`config.mk`:
```
export PLATFORM = sky130hd
export DESIGN_NAME = led_pattern_ctrl
export DESIGN_NICKNAME = d
export VERILOG_FILES = /design/src/rtl/led_pattern_ctrl.sv
export SDC_FILE = /design/constraint.sdc
export NUM_CORES = 1
export LEC_CHECK = 0
export CAP_MARGIN = 20
export CORE_ASPECT_RATIO = 1.75
export CORE_MARGIN = 4
export CORE_UTILIZATION = 35
export CTS_BUF_LIST = sky130_fd_sc_hd__clkbuf_8
export DETAILED_ROUTE_END_ITERATION = 7
export GPL_TIMING_DRIVEN = 0
export PLACE_DENSITY = 0.53
export RECOVER_POWER = 25
export SYNTH_ARGS = -nofsm -noshare
export SYNTH_HDL_FRONTEND = slang
export SYNTH_SLANG_ARGS = --single-unit
```
`constraint.sdc`:
```
create_clock -name clock -period 5.8 [get_ports clock]
set_input_delay 1.16 -clock clock [delete_from_list [all_inputs] [get_ports clock]]
set_output_delay 1.16 -clock clock [all_outputs]
set_load 0.005 [all_outputs]
```
`src/rtl/led_pattern_ctrl.sv`:
```
// led_pattern_ctrl: debounced mode/run buttons driving a 4-LED pattern generator
// stepped by a divided tick.
module led_pattern_ctrl #(
    parameter int unsigned TICK_DIV   = 100000000,
    parameter int unsigned DEB_CYCLES = 1000000
) (
    input  logic       n_reset,
    input  logic       clock,
    input  logic       btn_mode,
    input  logic       btn_run,
    output logic [3:0] led,
    output logic [1:0] mode,
    output logic       running
);
    localparam logic [1:0] COUNT  = 2'd0;
    localparam logic [1:0] SHIFT  = 2'd1;
    localparam logic [1:0] BOUNCE = 2'd2;
    localparam logic [1:0] BLINK  = 2'd3;

    logic [1:0]  s1_q, s2_q, press;
    logic [3:0]  led_q, led_d;
    logic [1:0]  mode_q, mode_d;
    logic        running_q, running_d, up_q, up_d, tick;
    logic [30:0] tcnt_q, tcnt_d;

    always_ff @(posedge clock or negedge n_reset)
        if (!n_reset) begin
            s1_q <= '0;
            s2_q <= '0;
        end else begin
            s1_q <= {btn_run, btn_mode};
            s2_q <= s1_q;
        end

    // bit 0 = mode button, bit 1 = run button
    for (genvar b = 0; b < 2; b++) begin : g_btn
        logic [23:0] cnt_q;
        logic        lvl_q, differ, done;
        assign differ   = s2_q[b] ^ lvl_q;
        assign done     = differ && cnt_q == 24'(DEB_CYCLES - 1);
        assign press[b] = done && s2_q[b];
        always_ff @(posedge clock or negedge n_reset)
            if (!n_reset) begin
                cnt_q <= '0;
                lvl_q <= 1'b0;
            end else begin
                cnt_q <= (differ && !done) ? cnt_q + 24'd1 : '0;
                if (done) lvl_q <= s2_q[b];
            end
    end

    assign tick = running_q && tcnt_q == 31'(TICK_DIV - 1);

    always_comb begin
        mode_d    = press[0] ? mode_q + 2'd1 : mode_q;
        running_d = running_q ^ press[1];
        tcnt_d    = press[0] ? '0 : !running_q ? tcnt_q : tick ? '0 : tcnt_q + 31'd1;
        led_d     = led_q;
        up_d      = up_q;
        if (press[0]) begin
            led_d = (mode_d == SHIFT || mode_d == BOUNCE) ? 4'b0001 : 4'b0000;
            up_d  = 1'b1;
        end else if (tick) begin
            led_d = mode_q == COUNT ? led_q + 4'd1 :
                    mode_q == SHIFT ? {led_q[2:0], led_q[3]} :
                    mode_q == BLINK ? ~led_q :
                    up_q ? led_q << 1 : led_q >> 1;
            // direction flips on the step that lands on an end position
            if (mode_q == BOUNCE) up_d = up_q ? led_q != 4'b0100 : led_q == 4'b0010;
        end
    end

    always_ff @(posedge clock or negedge n_reset)
        if (!n_reset) begin
            led_q     <= 4'b0000;
            mode_q    <= COUNT;
            running_q <= 1'b1;
            up_q      <= 1'b1;
            tcnt_q    <= '0;
        end else begin
            led_q     <= led_d;
            mode_q    <= mode_d;
            running_q <= running_d;
            up_q      <= up_d;
            tcnt_q    <= tcnt_d;
        end

    assign led     = led_q;
    assign mode    = mode_q;
    assign running = running_q;
endmodule
```
==> qor.yml, run 1 <==
status:
  status: "complete, but fails checks"
  violations: "max-capacitance violations, max-slew violations"
drt:
  top_layer: "met4"
  drt_iter0_markers: 169
  wl_met1_um: 4840
  drc: 0
  via_per_inst: 5.46
  drtAntennaViolNets: 0
  dr_wl_met2_um: 6590
  drt_wl_total_um: 12000
  drt_pre_antenna_iters: 4
  vias: 4126
  wl_met3_um: 313
  wl_per_cell_um: 15.9
die:
  coreArea_mm2: 0.0145
  start_util_pct: 36.1
  die_width_um: 100
  die_h_um: 170
  dieArea_mm2: 0.0171
  rows: 58
  io_pins: 11
sta:
  fmax_mhz: 285
  fin_ws_ns: 2.29
  fin_tns_setup_ns: 0
  slew_violations: 70
  rsz0062_at_grt: "false"
  maxSlewHeadroom_pct: -16.6
  min_period_ns: 3.51
  finalCritPeriodShare_pct: 60.6
  holdWs_ns: 0.357
  finalSetupViolCount: 0
  fin_skew_ns: 0.00810
  tightest_slew_ns: 1.75
  hold_viol: 0
synth:
  synthesis.area_mm2: 0.00524
  synth_cell_types: 48
  ys_warn_count: 0
  synth.top_cells.by_area: "dfrtp_1 43%, xor2_1 5.0%, nor2_1 4.3%"
  ys_seq_area_share_pct: 44.5
  async_flop_share_pct: 100
  synth_area_leader_cell: "dfrtp_1"
  synth_edf_count: 0
  netlist_instances: 549
  yosys_register_bits: 93
  synth_fp_nets: 563
  synth_flop_cell: "dfrtp_1"
  synth_top_cell_area_share_pct: 43.5
  synth_area_per_cell_um2: 9.54
clock_tree:
  clk_transition_reported_paths_ns: 0.08
  clk_latency_ns: 0.37
  clockRootBuffer: "clkbuf_8"
  cts_made_buffers: 9
  htreeDepth: 3
  cts_max_path_buffers: 2
  cts-hold-fix-buffers: 0
  cts.repair.resized: 0
  cts_tree: "built"
  cts_sinks: 93
  cts_setup_buffers: 0
worst_setup_path:
  path_cells: "clkbuf_1 -> clkbuf_2"
  cp_top_family: "buffers and inverters"
  cp-startpoint: "n_reset"
  crit_path_end_kind: "async pin"
  reg2regPathDepth: 7
  crit_arrival_ns: 3.67
  cp_max_fo: 69
  worstPathRequired_ns: 5.95
  critPathBufInv: 2
  reg2reg_from: "g_btn[0].cnt_q[8]"
  crit_type: "input port to async pin"
  slowest_delay_ns: 1.41
  r2r-end: "tcnt_q[25]"
  reg2reg_setup_slack_ns: 3.34
  crit_slowest_cell: "clkbuf_2"
  worst_setup_path_start_kind: "input port"
pwr:
  ir_drop_mv: 0.0833
  powerDensity_mw_per_mm2: 192
  leakagePower_nw: 2.36
  p_total_mw: 1.10
placed_design:
  hpwl_um: 8680
  pre_cts_slack_ns: 3.34
  dpl_cell_area_mm2: 0.00559
  numPortBuffers: 10
  post-place-cells: 740
  place_congestion: 0.801
cells_and_area:
  fin_nets: 585
  final_area_mm2: 0.00574
  area_delta_synth_final_pct: 9.58
  fin_util_pct: 39.5
  fill_cells: 1491
  diodes: 0
  drive_above_1_share_pct: 7.64
  final_cell_count_no_fill: 756
worst_hold_path:
  hold_depth: 0
  hp-class: "flip-flop to flip-flop"
  min_to: "s2_q[0]"
  hold_start: "s1_q[0]"
global_route:
  grt_max_degree: 70
  grt_pass1_wl_um: 20700
  antenna_found_initial: 0
  grt_pass1_vias: 4199
  grt_use_total_pct: 15.0
  overflow: 0
flow_run:
  cap_viol_max_count: 1
cells by family (layout without fill, tap and decap cells):
kind of cell             count (synthesis)  after routing  share of synthesized area (%)
AND/OR/NAND/NOR                        280            280                           31.1
flip-flops                              93             93                           44.5
AO/OA/AOI/OAI                           50             50                           6.07
XOR/XNOR                                47             47                           7.86
buffers and inverters                   47             74                           3.89
multiplexers                            22             22                           4.25
adder cells (fa/ha/maj)                 10             10                           2.39
cells in the mapped netlist (10+ instances only):
master,number
nor3_1,18
ha_1,10
xnor2_1,17
nand2_1,36
nand4_1,21
o21ai_0,11
clkbuf_1,22
dfrtp_1,91
nand3b_1,21
inv_1,15
xor2_1,30
a21oi_1,17
and3_1,14
mux2i_1,20
nand3_1,44
nor2_1,60
layout make-up:
class / instances / area (µm²) / share of cell area (%)
well taps: 180 / 225 / 3.92
multi-input cells: 409 / 2700 / 47.1
clock buffers: 9 / 124 / 2.16
clock inverters: 7 / 53.8 / 0.937
plain buffers: 32 / 148 / 2.57
flip-flops and latches: 93 / 2330 / 40.6
inverters: 15 / 56.3 / 0.981
repair buffers: 11 / 98.8 / 1.72
worst max path at each step:
stage / depth (start not counted) / end / slack, ns
CTS: 1 / running / 3.17
finish: 2 / g_btn[0].cnt_q[16] / 2.29
global route: 2 / g_btn[1].cnt_q[5] / 1.60
floorplan: 7 / led[2] / 3.78
detailed placement: 7 / tcnt_q[20] / 3.34
global placement: 1 / tcnt_q[8] / -0.14
flip-flops by register name (all words and copies together) (netlist names):
register,count
g_btn.cnt_q,48
g_btn.lvl_q,2
led,4
mode,2
running,1
s1_q,2
s2_q,2
tcnt_q,31
up_q,1
cell usage in the layout (no fill, tap or decap), types with 8 or more instances in the layout:
cell      Yosys  layout
a21oi_1      17      17
and3_1       14      14
and4_1        8       8
clkbuf_1     22      23
clkbuf_8      0       9
dfrtp_1      91      91
ha_1         10      10
inv_1        15      20
mux2i_1      20      20
nand2_1      36      36
nand3_1      44      44
nand3b_1     21      21
nand4_1      21      21
nor2_1       60      60
nor3_1       18      18
nor4_1        9       9
o21ai_0      11      11
or3_1         9       9
xnor2_1      17      17
xor2_1       30      30
where the power goes:
part	internal (mW)	leakage [nW]	total, mW	switching (mW)
logic	0.00627	0.977	0.0295	0.0232
clock network	0.191	0.109	0.418	0.226
registers	0.653	1.28	0.657	0.00447
metal layers:
| metal | vias to the layer above | track usage [%] |
|---|---|---|
| met5 | - | 0 |
| met4 | 0 | 5.75 |
| met3 | 19 | 2.09 |
| met2 | 61 | 27.5 |
| met1 | 2045 | 17.4 |
| li1 | 2001 | - |
Power figures use the tool's default switching activity.
==> run 2: changes to the inputs <==
--- a/config.mk
+++ b/config.mk
@@ -12,7 +12,7 @@
 export CTS_BUF_LIST = sky130_fd_sc_hd__clkbuf_8
 export DETAILED_ROUTE_END_ITERATION = 7
 export GPL_TIMING_DRIVEN = 0
-export PLACE_DENSITY = 0.53
+export PLACE_DENSITY = 0.55
 export RECOVER_POWER = 25
 export SYNTH_ARGS = -nofsm -noshare
 export SYNTH_HDL_FRONTEND = slang
==> constraint.sdc (replaced) <==
create_clock -name clock -period 3.13 [get_ports clock]
set_input_delay 0.626 -clock clock [delete_from_list [all_inputs] [get_ports clock]]
set_output_delay 0.626 -clock clock [all_outputs]
set_load 0.005 [all_outputs]
==> run 2 against run 1 <==
The flow still finishes with violations (max-capacitance violations, max-slew violations). Global-route usage decreased by 0.33 points. Via count decreased by 0.53%. Power increased by 91%. Critical path depth increased by 5. First-iteration DRC count increased by 0.59%. Count of clock-buffer cells in the layout increased by 2. Clock skew increased by 0.0033 ns.
==> qor.yml, run 2 (synthesized netlist as in run 1, its figures left out) <==
clock_tree:
  clk_latency_ns: 0.36
  clockRootBuffer: "clkbuf_8"
  cts_sinks: 93
  clk_transition_reported_paths_ns: 0.09
  htreeDepth: 3
  cts_setup_buffers: 0
  cts_tree: "built"
  cts.repair.resized: 0
  cts_max_path_buffers: 2
  cts-hold-fix-buffers: 0
  cts_made_buffers: 9
worst_hold_path:
  hold_depth: 0
  hold_start: "s1_q[0]"
  min_to: "s2_q[0]"
  hp-class: "flip-flop to flip-flop"
drt:
  wl_per_cell_um: 15.8
  drtAntennaViolNets: 0
  via_per_inst: 5.44
  vias: 4104
  drt_iter0_markers: 170
  drt_wl_total_um: 11900
  drt_pre_antenna_iters: 4
  drc: 0
pwr:
  powerDensity_mw_per_mm2: 365
  ir_drop_mv: 0.159
  leakagePower_nw: 2.36
status:
  violations: "max-capacitance violations, max-slew violations"
  status: "complete, but fails checks"
sta:
  fin_skew_ns: 0.0114
  min_period_ns: 2.41
  rsz0062_at_grt: "false"
  finalSetupViolCount: 0
  fin_ws_ns: 0.724
  finalCritPeriodShare_pct: 76.9
  holdWs_ns: 0.354
  hold_viol: 0
  tightest_slew_ns: 2.35
  fin_tns_setup_ns: 0
  fmax_mhz: 416
  maxSlewHeadroom_pct: -56.8
  slew_violations: 42
cells_and_area:
  largest_reg_flops: 48
  mostFrequentLayoutCell: "dfrtp_1"
  seq_area_mm2: 0.00233
  diodes: 0
  fill_cells: 1489
  multi_input_area_mm2: 0.00270
  area_delta_synth_final_pct: 10.4
  final_area_mm2: 0.00578
  fin_nets: 585
  layout_common_cells: "91 x dfrtp_1, 60 x nor2_1, 44 x nand3_1"
  largest_register: "g_btn.cnt_q"
  drive_above_1_share_pct: 8.35
placed_design:
  dpl_cell_area_mm2: 0.00559
  place_congestion: 0.795
  pre_cts_slack_ns: 0.707
  numPortBuffers: 10
  hpwl_um: 8550
die:
  start_util_pct: 36.1
  dieArea_mm2: 0.0171
  coreArea_mm2: 0.0145
  die_width_um: 100
  die_h_um: 170
  rows: 58
  io_pins: 11
worst_setup_path:
  worstPathRequired_ns: 3.37
  reg2regPathDepth: 7
  reg2reg_from: "g_btn[0].cnt_q[10]"
  crit_arrival_ns: 2.64
  crit_type: "flip-flop to flip-flop"
  cp_max_fo: 10
  worst_setup_path_start_kind: "flip-flop"
  r2r-end: "tcnt_q[25]"
  crit_path_end_kind: "flip-flop"
  reg2reg_setup_slack_ns: 0.72
global_route:
  grt_pass1_vias: 4167
  overflow: 0
  grt_max_degree: 53
  grt_pass1_wl_um: 20300
  antenna_found_initial: 0
  grt_use_total_pct: 14.7
flow_run:
  cap_viol_max_count: 1
[run 2: worst max-delay path by stage]
stage                                     to  slack, ns          startpoint
after floorplan                       led[2]       1.11             running
after global routing      g_btn[1].cnt_q[11]       0.31             n_reset
after CTS                         tcnt_q[22]       0.69  g_btn[0].cnt_q[10]
final                             tcnt_q[25]       0.72  g_btn[0].cnt_q[10]
after global placement            tcnt_q[10]      -2.18             n_reset
after detailed placement          tcnt_q[18]       0.71  g_btn[0].cnt_q[10]
[run 2: per-layer routing]
| metal | vias up | global-route usage [%] | routed length (µm) |
|---|---|---|---|
| li1 | 2003 | - | - |
| met1 | 2036 | 16.7 | 4900 |
| met2 | 47 | 27.1 | 6590 |
| met3 | 18 | 2.30 | 229 |
| met4 | 0 | 5.63 | 224 |
| met5 | - | 0 | 0 |
[run 2: critical path, cell delays in order, from the launching register on]
cell      delay (ns)
dfrtp_1         0.44
nor4b_1         0.37
nand4_1         0.27
or3_1           0.37
clkbuf_1        0.25
clkbuf_1        0.34
nand3_1         0.17
mux2i_1         0.08
[run 2: power breakdown]
group,internal (mW),switching [mW]
clock,0.407,0.430
combinational,0.0152,0.0429
sequential,1.21,0.00772
[run 2: final cells by class]
class | count | share of cell area [%]
Buffer | 32 | 2.55
Tap cell | 180 | 3.89
Multi-Input combinational cell | 409 | 46.8
Inverter | 15 | 0.974
Sequential cell | 93 | 40.3
Clock buffer | 11 | 2.62
Timing Repair Buffer | 11 | 2.10
Clock inverter | 4 | 0.822
[run 2: metrics by stage]
stage | power (mW) | cells | util [%]
3_3_place_gp | 1.30 | 739 | 38.3
4_1_cts | 2.15 | 755 | 39.9
6_report | 2.11 | 755 | 39.8
3_5_place_dp | 1.30 | 740 | 38.5
2_1_floorplan | 1.26 | 549 | -
5_1_grt | 2.21 | 755 | 39.8
